**config.mk**
```make
export PLATFORM = sky130hd
export DESIGN_NAME = ham_encode_stream
export DESIGN_NICKNAME = d
export VERILOG_FILES = /design/src/rtl/ham_pkg.sv /design/src/rtl/ham_sync_fifo.sv /design/src/rtl/ham_encode_stream.sv
export SDC_FILE = /design/constraint.sdc
export NUM_CORES = 1
export LEC_CHECK = 0
export CORE_MARGIN = 5
export CORE_UTILIZATION = 60
export CTS_CLUSTER_DIAMETER = 60
export DETAILED_ROUTE_END_ITERATION = 10
export HOLD_SLACK_MARGIN = 0.06
export PLACE_DENSITY = 0.92
export SETUP_SLACK_MARGIN = 0.1
export SLEW_MARGIN = 5
export SYNTH_ARGS = -nofsm -noshare
export SYNTH_HDL_FRONTEND = slang
export SYNTH_HIERARCHICAL = 1
export SYNTH_SLANG_ARGS = --single-unit
```
**constraint.sdc**
```tcl
create_clock -name clock -period 4.8 [get_ports clock]
set_input_delay 1.2 -clock clock [delete_from_list [all_inputs] [get_ports clock]]
set_output_delay 1.2 -clock clock [all_outputs]
set_load 0.005 [all_outputs]
```
**src/rtl/ham_pkg.sv**
```systemverilog
// ham_pkg: shared Hamming(15,11) definitions for the encoder stream and the
// decoder-side models.
//   HAM_N / HAM_K / HAM_P : codeword, data and parity bit counts
//   HAM_PAR_POS           : parity positions (powers of two)
//   ham_word_t            : data word plus injection position, as held in S1
//   ham_encode()          : position-indexed even-parity encoder, [11:1] -> [15:1]
package ham_pkg;

    localparam int unsigned HAM_N = 15;
    localparam int unsigned HAM_K = 11;
    localparam int unsigned HAM_P = 4;
    localparam int unsigned HAM_PAR_POS [HAM_P] = '{1, 2, 4, 8};

    typedef logic [HAM_K:1] ham_data_t;
    typedef logic [HAM_N:1] ham_code_t;
    typedef logic [3:0]     ham_pos_t;

    typedef struct packed {
        ham_data_t data;
        ham_pos_t  flip;
    } ham_word_t;

    // Data bits fill the non-power-of-two positions in ascending order; each
    // parity bit is then the XOR of every position whose index has its bit set
    // (parity positions are still zero at that point, so they drop out).
    function automatic ham_code_t ham_encode(input ham_data_t data);
        ham_code_t   cw;
        int unsigned d;
        logic        p;
        cw = '0;
        d  = 1;
        for (int unsigned pos = 1; pos <= HAM_N; pos++) begin
            if ((pos & (pos - 1)) != 0) begin
                cw[4'(pos)] = data[4'(d)];
                d++;
            end
        end
        for (int unsigned j = 0; j < HAM_P; j++) begin
            p = 1'b0;
            for (int unsigned pos = 1; pos <= HAM_N; pos++) begin
                if (((pos >> j) & 1) != 0) p ^= cw[4'(pos)];
            end
            cw[4'(HAM_PAR_POS[j])] = p;
        end
        return cw;
    endfunction

endpackage

```
**src/rtl/ham_sync_fifo.sv**
```systemverilog
// ham_sync_fifo: single-clock FIFO with modulo-DEPTH pointers (any DEPTH >= 2).
//   clock, reset : posedge clock, synchronous active-high reset
//   wr_en        : write wr_data this edge (caller guarantees not full)
//   rd_en        : pop the head this edge (caller guarantees not empty)
//   rd_data      : head entry, combinational from the storage array
//   count        : current occupancy, 0..DEPTH
module ham_sync_fifo #(
    parameter  int unsigned WIDTH = 15,
    parameter  int unsigned DEPTH = 4,
    localparam int unsigned PTR_W = (DEPTH > 1) ? $clog2(DEPTH) : 1,
    localparam int unsigned OCC_W = $clog2(DEPTH + 1)
) (
    input  logic             clock,
    input  logic             reset,
    input  logic             wr_en,
    input  logic [WIDTH-1:0] wr_data,
    input  logic             rd_en,
    output logic [WIDTH-1:0] rd_data,
    output logic [OCC_W-1:0] count
);

    logic [WIDTH-1:0] mem [DEPTH];
    logic [PTR_W-1:0] wr_ptr;
    logic [PTR_W-1:0] rd_ptr;

    // Explicit wrap so non-power-of-two depths stay correct.
    function automatic logic [PTR_W-1:0] ptr_next(input logic [PTR_W-1:0] p);
        return (p == PTR_W'(DEPTH - 1)) ? '0 : p + PTR_W'(1);
    endfunction

    always_ff @(posedge clock) begin
        if (wr_en) mem[wr_ptr] <= wr_data;
    end

    always_ff @(posedge clock) begin
        if (reset) begin
            wr_ptr <= '0;
            rd_ptr <= '0;
            count  <= '0;
        end else begin
            if (wr_en) wr_ptr <= ptr_next(wr_ptr);
            if (rd_en) rd_ptr <= ptr_next(rd_ptr);
            case ({wr_en, rd_en})
                2'b10:   count <= count + OCC_W'(1);
                2'b01:   count <= count - OCC_W'(1);
                default: ;
            endcase
        end
    end

    assign rd_data = mem[rd_ptr];

endmodule

```
**src/rtl/ham_encode_stream.sv**
```systemverilog
// ham_encode_stream: streaming Hamming(15,11) encoder with per-word single-bit
// error injection and an output FIFO.
//   clock, reset         : posedge clock, synchronous active-high reset
//   in_valid/in_ready    : input handshake; in_data[11:1] data, in_flip 0 = clean,
//                          1..15 = invert that codeword position
//   out_valid/out_ready  : output handshake; out_ham[15:1] position-indexed codeword
//   word_count           : output handshakes so far, wraps at 2^CNT_W
module ham_encode_stream
    import ham_pkg::*;
#(
    parameter int unsigned DEPTH = 4,
    parameter int unsigned CNT_W = 16
) (
    input  logic             clock,
    input  logic             reset,
    input  logic             in_valid,
    output logic             in_ready,
    input  logic [HAM_K:1]   in_data,
    input  logic [3:0]       in_flip,
    output logic             out_valid,
    input  logic             out_ready,
    output logic [HAM_N:1]   out_ham,
    output logic [CNT_W-1:0] word_count
);

    localparam int unsigned OCC_W = $clog2(DEPTH + 1);

    ham_word_t        s1_word;
    logic             s1_valid;
    ham_code_t        flip_mask;
    ham_code_t        s1_code;
    ham_code_t        fifo_head;
    logic [OCC_W-1:0] occupancy;
    logic [OCC_W:0]   reserved;
    logic             accept;
    logic             pop;

    // S1 never stalls, so a word is only accepted if a FIFO slot is still free
    // after counting the word already sitting in S1.
    assign reserved  = {1'b0, occupancy} + (OCC_W + 1)'(s1_valid);
    assign in_ready  = !reset && (reserved < (OCC_W + 1)'(DEPTH));
    assign accept    = in_valid && in_ready;
    assign out_valid = !reset && (occupancy != '0);
    assign pop       = out_valid && out_ready;
    assign out_ham   = out_valid ? fifo_head : '0;

    always_ff @(posedge clock) begin
        if (reset) s1_valid <= 1'b0;
        else       s1_valid <= accept;
        if (accept) s1_word <= {in_data, in_flip};
    end

    // Injection is applied after encoding; parity is deliberately left as-is.
    always_comb begin
        flip_mask = '0;
        if (s1_word.flip != '0) flip_mask[s1_word.flip] = 1'b1;
        s1_code = ham_encode(s1_word.data) ^ flip_mask;
    end

    ham_sync_fifo #(
        .WIDTH(HAM_N),
        .DEPTH(DEPTH)
    ) u_fifo (
        .clock  (clock),
        .reset  (reset),
        .wr_en  (s1_valid),
        .wr_data(s1_code),
        .rd_en  (pop),
        .rd_data(fifo_head),
        .count  (occupancy)
    );

    always_ff @(posedge clock) begin
        if (reset)    word_count <= '0;
        else if (pop) word_count <= word_count + CNT_W'(1);
    end

endmodule

```
==> metrics.txt, run 1 <==
via count 2555; Mapped Cells 300; critical path arrival between 2000 and 3000 ps; Synth Register Bits between 100 and 150; Critical R2R Launch u_fifo/count[0]$_SDFFE_PP0P_; Worst path max stage delay 610 ps; H-tree Lvls 3; worst-skew pair later-pin latency approximately 360 ps; Die Wd 95.3 um; Die Y ~95 um; layout cells sized above 1 8.29%; crit share post-route a little under nine tenths; RSZ-0062 raised after global routing no; reg2reg setup slack 2360 ps; crit path kind in -> out; gr usage total 19.0%; antenna violations before repair 0; CTS tree yes; first-pass GRT wire length between 10000 and 15000 um; CTS max path bufs 2; drt first pass iters 4; CP Capture Type output pin; WL per Instance roughly 17 um; setup_tns 0 ps; Layout Nets between 300 and 400; Slew @ Worst Pin 936 ps; Util after Layout a little under three quarters; Sink Count 101; Hold Buf Count CTS 0; Starting Density 60.8%; hold-critical path endpoint word_count[15]$_SDFFE_PP0P_; R2R depth 8; Final Max Tran Viols 0; P&R area growth vs syn 17.7%; largest net degree at the start of global routing 18; Leak roughly 1.7 nW; Synth Warn # 6; Worst Skew 7.75 ps; cell row count 31; Net Count, Synth about 330; clock transition at the registers of the reported paths ~100 ps; Slew HR 37.5%; Hold Vio Cnt, Final 0; post-route minimum period a little over 4000 ps; post-synthesis average cell area roughly 15 um^2; gpl congestion between 0.8 and 0.9; Seq/Total Area, Yosys between 60% and 70%; Post-synth EDFFs 75; top_reg_cell synth edfxtp_1; most used cell, CP clkdlybuf4s50_1; CTS Buf Count 9; antenna-violating nets left 0; IO Port Bufs 51; Critical Path RT roughly 3600 ps; CORE AREA a little over 0.007 mm^2; vias per cell between 5 and 6; number of remaining DRC errors 0; Post-synth ARST share 0%; vias in the first global route around 2600; worst reg2reg path endpoint u_fifo/count[2]$_SDFFE_PP0P_; CP delay by family, top buffers and inverters; Mapped Area approximately 0.0044 mm^2; Ant. Diodes 0; worst-path fanout max 16; CTS resizes 0; Max Cap Viol 0; detailed placement HPWL about 5500 um; critical path buffer and inverter count 3; Hold Slack ~500 ps; Ports 52; Setup Viol. Count Final 0; slowest CP cell clkdlybuf4s50_1; Overflow after GRT 0; status finished, final reports clean; Post-Route WL 7850 um; Distinct cells, synth 35; Die ar. 0.00908 mm^2; DR iter-0 viols approximately 160; root buffer cell clkbuf_8; Hold Crit Depth 2; type of origin of the critical path primary input; Cell Pwr Density 324 mW/mm^2; worst min path class reg -> reg; hold_sp word_count[15]$_SDFFE_PP0P_; setup bufs post-CTS 0; FMAX ~0.24 GHz; worst path cell trace clkdlybuf4s50_1, nor2_1, buf_4, and2_1, clkdlybuf4s50_1; Max rail drop VDD 202 uV
==> metal layers <==
layer / global-route usage, % / vias to the layer above / part of all wire, %
met5: 0 / - / 0
met4: 9.62 / 0 / 1.8
met3: 2.53 / 10 / 6.8
met2: 32.9 / 101 / 54
met1: 23.3 / 1226 / 37
li1: - / 1218 / -
==> cells by family after synthesis <==
logic type | synth area share (%)
DFF | 63.5
and+or+nand+nor | 12.2
xor gates and xnor gates | 8.63
AOI/OAI and AO/OA | 2.72
muxes | 8.63
buffers and inverters | 1.89
adders and majority gates | 2.46
==> synthesized netlist by cell type (6+ instances only) <==
| cell type | count | area, um^2 |
|---|---|---|
| xnor2_1 | 19 | 166 |
| a21oi_1 | 11 | 55.1 |
| or3_1 | 6 | 37.5 |
| nand2_1 | 7 | 26.3 |
| and2_1 | 22 | 138 |
| xor2_1 | 24 | 210 |
| edfxtp_1 | 75 | 2250 |
| nor2_1 | 26 | 97.6 |
| ha_1 | 7 | 87.6 |
| nor3_1 | 6 | 30.0 |
| mux4_2 | 10 | 225 |
| dfxtp_1 | 26 | 521 |
| inv_1 | 8 | 30.0 |
==> worst min-delay path: cells and delay by family, from the launching register on <==
kind	cells	cell delay [ps]
AOI/OAI and AO/OA	2	120
DFF	1	330
==> metrics by stage <==
| step | total power [mW] | instance area (um^2) | setup WS (ps) | cells |
|---|---|---|---|---|
| floorplan | 1.13 | 4370 | 1600 | 300 |
| CTS | 1.68 | 5140 | 674 | 461 |
| global route | 1.74 | 5140 | 558 | 461 |
| detailed placement | 1.21 | 4960 | 630 | 445 |
| global placement | 1.20 | 4960 | 718 | 445 |
| finish | 1.67 | 5140 | 708 | 461 |
==> report_power, final <==
| part | internal [mW] | switching, mW |
|---|---|---|
| clock | 0.191 | 0.284 |
| combinational | 0.0977 | 0.0908 |
| sequential | 0.979 | 0.0241 |
| total | 1.27 | 0.399 |
==> layout make-up <==
| type | instances | area (um^2) |
|---|---|---|
| clock inverter | 7 | 50.0 |
| fill | 443 | 2040 |
| sequential | 101 | 2770 |
| clock buffer | 9 | 124 |
| tap | 99 | 124 |
| timing repair buffer | 53 | 526 |
| inverter | 8 | 30.0 |
| multi-input combinational | 184 | 1510 |
==> placed cells by master (no fill, tap or decap), types with 8 or more instances in the layout <==
master	count
dfxtp_1	26
a21oi_1	11
clkdlybuf4s50_1	51
edfxtp_1	75
inv_1	8
and2_1	22
xor2_1	24
mux4_2	10
clkbuf_8	9
nor2_1	26
xnor2_1	19
==> worst max path at each step <==
stage,startpoint,end,slack [ps],depth (start not counted)
after floorplan,reset,out_ham[10],1600,4
after global placement,reset,in_ready,720,3
after detailed placement,reset,u_fifo/count[2]$_SDFFE_PP0P_,630,10
after CTS,reset,out_ham[15],670,5
after global routing,reset,in_ready,560,3
final,reset,out_ham[15],710,5
==> sequential cells by signal, summed over array words and instances, names as in the netlist, named ones only <==
| register | count |
|---|---|
| s1_valid | 1 |
| s1_word | 15 |
| u_fifo/count | 3 |
| u_fifo/mem | 60 |
| u_fifo/rd_ptr | 2 |
| u_fifo/wr_ptr | 2 |
| word_count | 16 |
No activity file was read; power rests on OpenSTA's default activity.
==> run 2, diff against run 1 <==
HOLD_SLACK_MARGIN = default   (was 0.06)
SLEW_MARGIN = 20   (was 5)
==> results of run 2 <==
Same layout as run 1: the final DEF is identical, and so are final timing and power.
==> run 3, diff against run 2 <==
CORE_UTILIZATION = 50   (was 60)
PLACE_DENSITY = 0.83   (was 0.92)
clock period = 3.7 ns   (was 4.8 ns; I/O delays follow)
==> run 3 against run 2 <==
Net effect:
- critical path depth fell by 1
- sequential share of layout area fell by 0.89 points
- register-to-register slack got worse by 750 ps
- clock power rose by 61%
- utilization fell by 11 points
==> metrics.txt, run 3 (same netlist as run 1, synthesis figures left out) <==
status finished, final reports clean (unchanged); number of remaining DRC errors 0 (unchanged); Overflow after GRT 0 (unchanged); Hold Slack 492 ps (was 488 ps); worst path cell trace buf_4, mux4_2, and2_1, clkdlybuf4s50_1 (was clkdlybuf4s50_1, nor2_1, buf_4, and2_1, clkdlybuf4s50_1); CORE AREA 0.00864 mm^2 (was 0.00718 mm^2); detailed placement HPWL 5270 um (was 5520 um); DR iter-0 viols 150 (was 155); vias in the first global route 2442 (was 2555); Regs by FF count u_fifo/mem (60), word_count (16), s1_word (15) (unchanged); type of origin of the critical path register (was primary input); FMAX around 0.30 GHz; GR Layer Usage met2 23.7% (was 32.9%); fillers 651 (was 443); drt first pass iters 4 (unchanged); via count 2481 (was 2555); Ant. Diodes 0 (unchanged); WL per Instance 15.7 um (was 17.0 um); CTS resizes 0 (unchanged); clock transition at the registers of the reported paths 100 ps (about the same); Die ar. 0.0107 mm^2 (was 0.00908 mm^2); critical path arrival 2440 ps (was 2890 ps); slowest CP cell dfxtp_1 (was clkdlybuf4s50_1); M1 GR Usage 20.3% (was 23.3%); Hold Vio Cnt, Final 0 (unchanged); Biggest register u_fifo/mem (unchanged); worst min path class reg -> reg (unchanged); Sink Count 101 (unchanged); Post-Route WL 7420 um (was 7850 um); setup bufs post-CTS 0 (unchanged); largest net degree at the start of global routing 26 (was 18); setup_tns 0 ps (unchanged); worst-skew pair later-pin latency 360 ps (about the same); Slew HR 47.3% (was 37.5%); antenna violations before repair 0 (unchanged); cell row count 34 (was 31); Setup Viol. Count Final 0 (unchanged); post-route minimum period roughly 3400 ps; Max rail drop VDD 249 uV (was 202 uV); Layout Nets 387 (was 384); Die Wd 103 um (was 95.3 um); Starting Density 50.6% (was 60.8%); first-pass GRT wire length 12000 um (was 12600 um); Multi-input gate area 0.00151 mm^2 (unchanged); vias per cell 5.25 (was 5.54); FF+latch area 0.00277 mm^2 (unchanged); Final Max Tran Viols 0 (unchanged); Hold Buf Count CTS 0 (unchanged); gr usage total 14.9% (was 19.0%); CTS Buf Count 9 (unchanged); RSZ-0062 raised after global routing no (unchanged); commonest non-fill, non-tap cell in the layout edfxtp_1 (unchanged); Max Cap Viol 0 (unchanged); CTS tree yes (unchanged); CP Capture Type output pin (unchanged); Critical Path RT 2770 ps (was 3600 ps); Cell Pwr Density 443 mW/mm^2 (was 324 mW/mm^2); H-tree Lvls 3 (unchanged); crit share post-route 91.0%; Slew @ Worst Pin 790 ps (was 936 ps); layout cells sized above 1 9.32% (was 8.29%); worst-path fanout max 11 (was 16); Ports 52 (unchanged); P&R area growth vs syn 19.6% (was 17.7%); Worst path max stage delay 730 ps (was 610 ps); busiest grt layer met2 (unchanged); Worst Skew 14.4 ps (was 7.75 ps); max reg flops 60 (unchanged); Die Y 103 um (was 95.3 um); CTS max path bufs 2 (unchanged); most frequent cells in the layout edfxtp_1, clkdlybuf4s50_1, nor2_1, dfxtp_1, xor2_1 (unchanged); crit path kind reg -> out (was in -> out); antenna-violating nets left 0 (unchanged); gpl congestion 0.869 (was 0.896); root buffer cell clkbuf_8 (unchanged); IO Port Bufs 51 (unchanged); GR met3 Demand/Resource 2.01% (was 2.53%); Leak 1.73 nW (was 1.69 nW)
-- run 3: changes by cell type in the layout (fill, tap and decap cells not counted), sizes merged --
cell and delta:
buf +3, bufinv +2, inv +1, clkinv -3
-- run 3: metrics by stage --
step | std cells | utilization [%] | power, mW | area (um^2) | setup WS (ps)
finish | 473 | 60.5 | 2.31 | 5220 | 334
global route | 473 | 60.5 | 2.40 | 5220 | 165
CTS | 473 | 60.5 | 2.34 | 5220 | 242
detailed placement | 457 | 57.9 | 1.58 | 5000 | 344
global placement | 457 | 57.9 | 1.56 | 5000 | 358
floorplan | 300 | - | 1.47 | 4370 | 1030
-- run 3: cell type report --
| type | instances | share of cell area, % |
|---|---|---|
| sequential | 101 | 53.1 |
| tap | 108 | 2.59 |
| timing repair buffer | 56 | 10.5 |
| inverter | 8 | 0.575 |
| clock buffer | 9 | 2.37 |
| clock inverter | 7 | 1.96 |
| multi-input combinational | 184 | 28.9 |
-- run 3: final timing paths --
check                          startpoint                            to  slack [ps]  cells past startpoint
max                              register                   out_ham[11]         330                      4
min           word_count[15]$_SDFFE_PP0P_   word_count[15]$_SDFFE_PP0P_         490                      2
min reg2reg   word_count[15]$_SDFFE_PP0P_   word_count[15]$_SDFFE_PP0P_         490                      2
max reg2reg  u_fifo/count[0]$_SDFFE_PP0P_  u_fifo/count[2]$_SDFFE_PP0P_        1610                      8
-- run 3: power by group --
part	total (mW)	switching, mW	leakage [nW]	internal (mW)
logic	0.249	0.118	0.725	0.131
clock network	0.767	0.378	0.111	0.389
registers	1.30	0.0276	0.896	1.27
-- run 3: critical path, delay by kind of cell, from the launching register on --
kind                   cells  cell delay, ps
muxes                      1             500
buffers and inverters      2             710
DFF                        1             730
and+or+nand+nor            1             150
-- run 3: routing by layer --
metal	routed length (um)	share of wire, %	vias to the layer above
met5	0	0	-
met4	162	2.2	0
met3	218	2.9	13
met2	3740	50	57
met1	3300	44	1192
li1	-	-	1219
==> edit, RTL diff (flow settings as in run 3) <==
The package constant `HAM_N` goes from 15 to 14.
--- a/src/rtl/ham_pkg.sv
+++ b/src/rtl/ham_pkg.sv
@@ -6,7 +6,7 @@
 //   ham_encode()          : position-indexed even-parity encoder, [11:1] -> [15:1]
 package ham_pkg;
 
-    localparam int unsigned HAM_N = 15;
+    localparam int unsigned HAM_N = 14;
     localparam int unsigned HAM_K = 11;
     localparam int unsigned HAM_P = 4;
     localparam int unsigned HAM_PAR_POS [HAM_P] = '{1, 2, 4, 8};
Ports: changed (resized out_ham); port bits go from 52 to 51. The function was not compared with the original's and may differ.
==> edit against run 3 <==
- sequential cell count is 5 lower
- power is 9.3% lower
- area after synthesis is 5.0% lower
- hold slack better by 0.0072 ns
- critical path type is now in -> out
- critical path depth stayed put
- worst setup slack improved by 0.068 ns
- critical endpoint unchanged
- highest routed layer unchanged
- largest power group unchanged
- routed wire length fell by 2.4%
- cell area down 5.7%
==> edit: results (changes against run 3) <==
| Metric | Value |
|---|---|
| Clock Tree Buf Depth | `2 (unchanged)` |
| Post-synth EDFFs | `70 (-6.7%)` |
| Commonest cells post-synth | `edfxtp_1, dfxtp_1, nor2_1` |
| Clock skew | `0.006037 ns (-0.008370 ns)` |
| CP top delay family | `buffers and inverters` |
| Top post-synthesis cells by area | `edfxtp_1, dfxtp_1, mux4_2` |
| Relative slew margins | `0.5078 (+0.03463)` |
| Worst skew pair latency | `between 0.3 and 0.4 ns` |
| Crit-path max FO | `9 (-2)` |
| VDD IR max | `0.2264 mV (-9.2%)` |
| Largest net degree at the start of global routing | `27 (+3.8%)` |
| Hold crit path type | `reg -> reg` |
| First-pass DRT Iterations | `4 (unchanged)` |
| Post-Place Cells | `438 (-4.2%)` |
| Nets@finish | `373 (-3.6%)` |
| WL/cell | `15.89 um (+1.3%)` |
| Run status | `complete, no violations` |
| I/O Buffers | `49 (-3.9%)` |
| Detailed Route WL | `7245 um (-2.4%)` |
| Syn Nets | `319 (-2.4%)` |
| Mapped Cells | `292 (-2.7%)` |
| Global-route wire length before repair | `11630 um (-3.1%)` |
| Yosys warns | `6 (unchanged)` |
| Diode count | `0 (unchanged)` |
| Worst path arrival time | `2.37 ns (-0.07 ns)` |
| Vias post-DR | `2441 (-1.6%)` |
| Htree depth | `3 (unchanged)` |
| Largest regs | `u_fifo/mem: 56 flops, word_count: 16 flops, s1_word: 14 flops` |
| Root Driver | `clkbuf_8` |
| Total Routing Usage GR | `0.1454 (-0.003617)` |
| CTS Buf Count | `9 (unchanged)` |
| Slowest stage delay, CP | `0.45 ns (-0.28 ns)` |
| Sequential area share after synthesis | `0.6327 (-0.002480)` |
| Highest clock rate | `303.2 MHz (+2.1%)` |
| Pleak | `0.001650 uW (-4.7%)` |
| Hpwl dp | `5039 um (-4.4%)` |
| Post-synth ARST share | `0 (unchanged)` |
| Worst-path clk slew | `0.09 ns` |
| Initial antenna violation count | `0 (unchanged)` |
| First DRT Iteration DRCs | `90 (-40%)` |
| Sw Pwr | `519.8 uW (-0.73%)` |
| Count of cell types in the netlist | `36 (+2.9%)` |
| R2R Setup Slk | `1.02 ns (-0.59 ns)` |
| CP Class | `in -> out` |
| Place WS | `0.07952 ns (-0.2644 ns)` |
| Global placer's final weighted congestion | `0.8125 (-6.5%)` |
| Layout cells sized above 1 | `0.09117 (-0.001983)` |
| Slowest-stage cell, CP | `clkdlybuf4s50_1` |
## edit: cell count changes in the layout (fill, tap and decap cells not counted), moves of 2 or more
cell	change
and2_1	-16
and3_1	+14
edfxtp_1	-5
o31ai_1	-4
buf_4	-3
clkdlybuf4s50_1	-3
clkinvlp_4	+3
or4_1	-3
a21oi_1	-2
bufinv_16	-2
nand4_1	+2
nor3_1	+2
o21ai_0	+2
xor2_1	-2
## edit: through the flow
| stage | hold slack (ns) | cell area (um^2) | util |
|---|---|---|---|
| 6_report | 0.4989 | 4922 | 0.6051 |
| 5_1_grt | 0.5383 | 4922 | 0.6051 |
| 4_1_cts | 0.5016 | 4903 | 0.6028 |
| 3_5_place_dp | 0.4882 | 4718 | 0.5801 |
| 3_3_place_gp | 0.4872 | 4718 | 0.5801 |
| 2_1_floorplan | 0.4720 | 4145 | - |
## edit: power by group through the flow
stage / Sequential, uW / Combinational [uW] / Clock, uW
floorplan: 1240 / 152 / 0
global placement: 1250 / 229 / 0
detailed placement: 1250 / 236 / 0
CTS: 1230 / 237 / 654
global route: 1230 / 258 / 694
finish: 1230 / 236 / 636
## edit: worst min-delay path, cell delays in order, from the launching register on
cell,delay [ns]
dfxtp_1,0.34
nand2_1,0.06
o21ai_0,0.06
## edit: cells by family (layout without fill, tap and decap cells)
logic type	count (synthesis)	after routing	share of synthesized area
DFF	96	96	0.6327
and+or+nand+nor	92	92	0.1201
xor gates and xnor gates	41	41	0.08663
buffers and inverters	20	79	0.02445
AOI/OAI and AO/OA	19	19	0.02566
muxes	16	16	0.08452
adders and majority gates	8	8	0.02596
## edit: final timing paths
kind / from / endpoint / cells after the start
worst max-delay path: reset / out_ham[11] / 4
worst min-delay path: word_count[1] / word_count[1] / 2
worst max register to register: u_fifo/count[0] / u_fifo/count[2] / 8
worst min register to register: word_count[1] / word_count[1] / 2
## edit: layer usage
metal	part of all wire	track usage	vias up
li1	-	-	1189
met1	0.43	0.1852	1179
met2	0.52	0.2485	65
met3	0.041	0.02145	8
met4	0.015	0.05930	0
met5	0	0	-
## edit: what timing repair did
action | in CTS | in global routing
resized for setup | 0 | 3
endpoints found under the setup margin | 0 | 14
buffers inserted | 0 | 0
## edit: cell type report
class                           count  area (um^2)
Clock inverter                      7        61.31
Inverter                           10        41.29
Multi-Input combinational cell    176         1421
Tap cell                          105        131.4
Sequential cell                    96         2623
Fill cell                         602         3212
Clock buffer                        9        123.9
Timing Repair Buffer               51        508.0
Timing Repair inverter              2        12.51
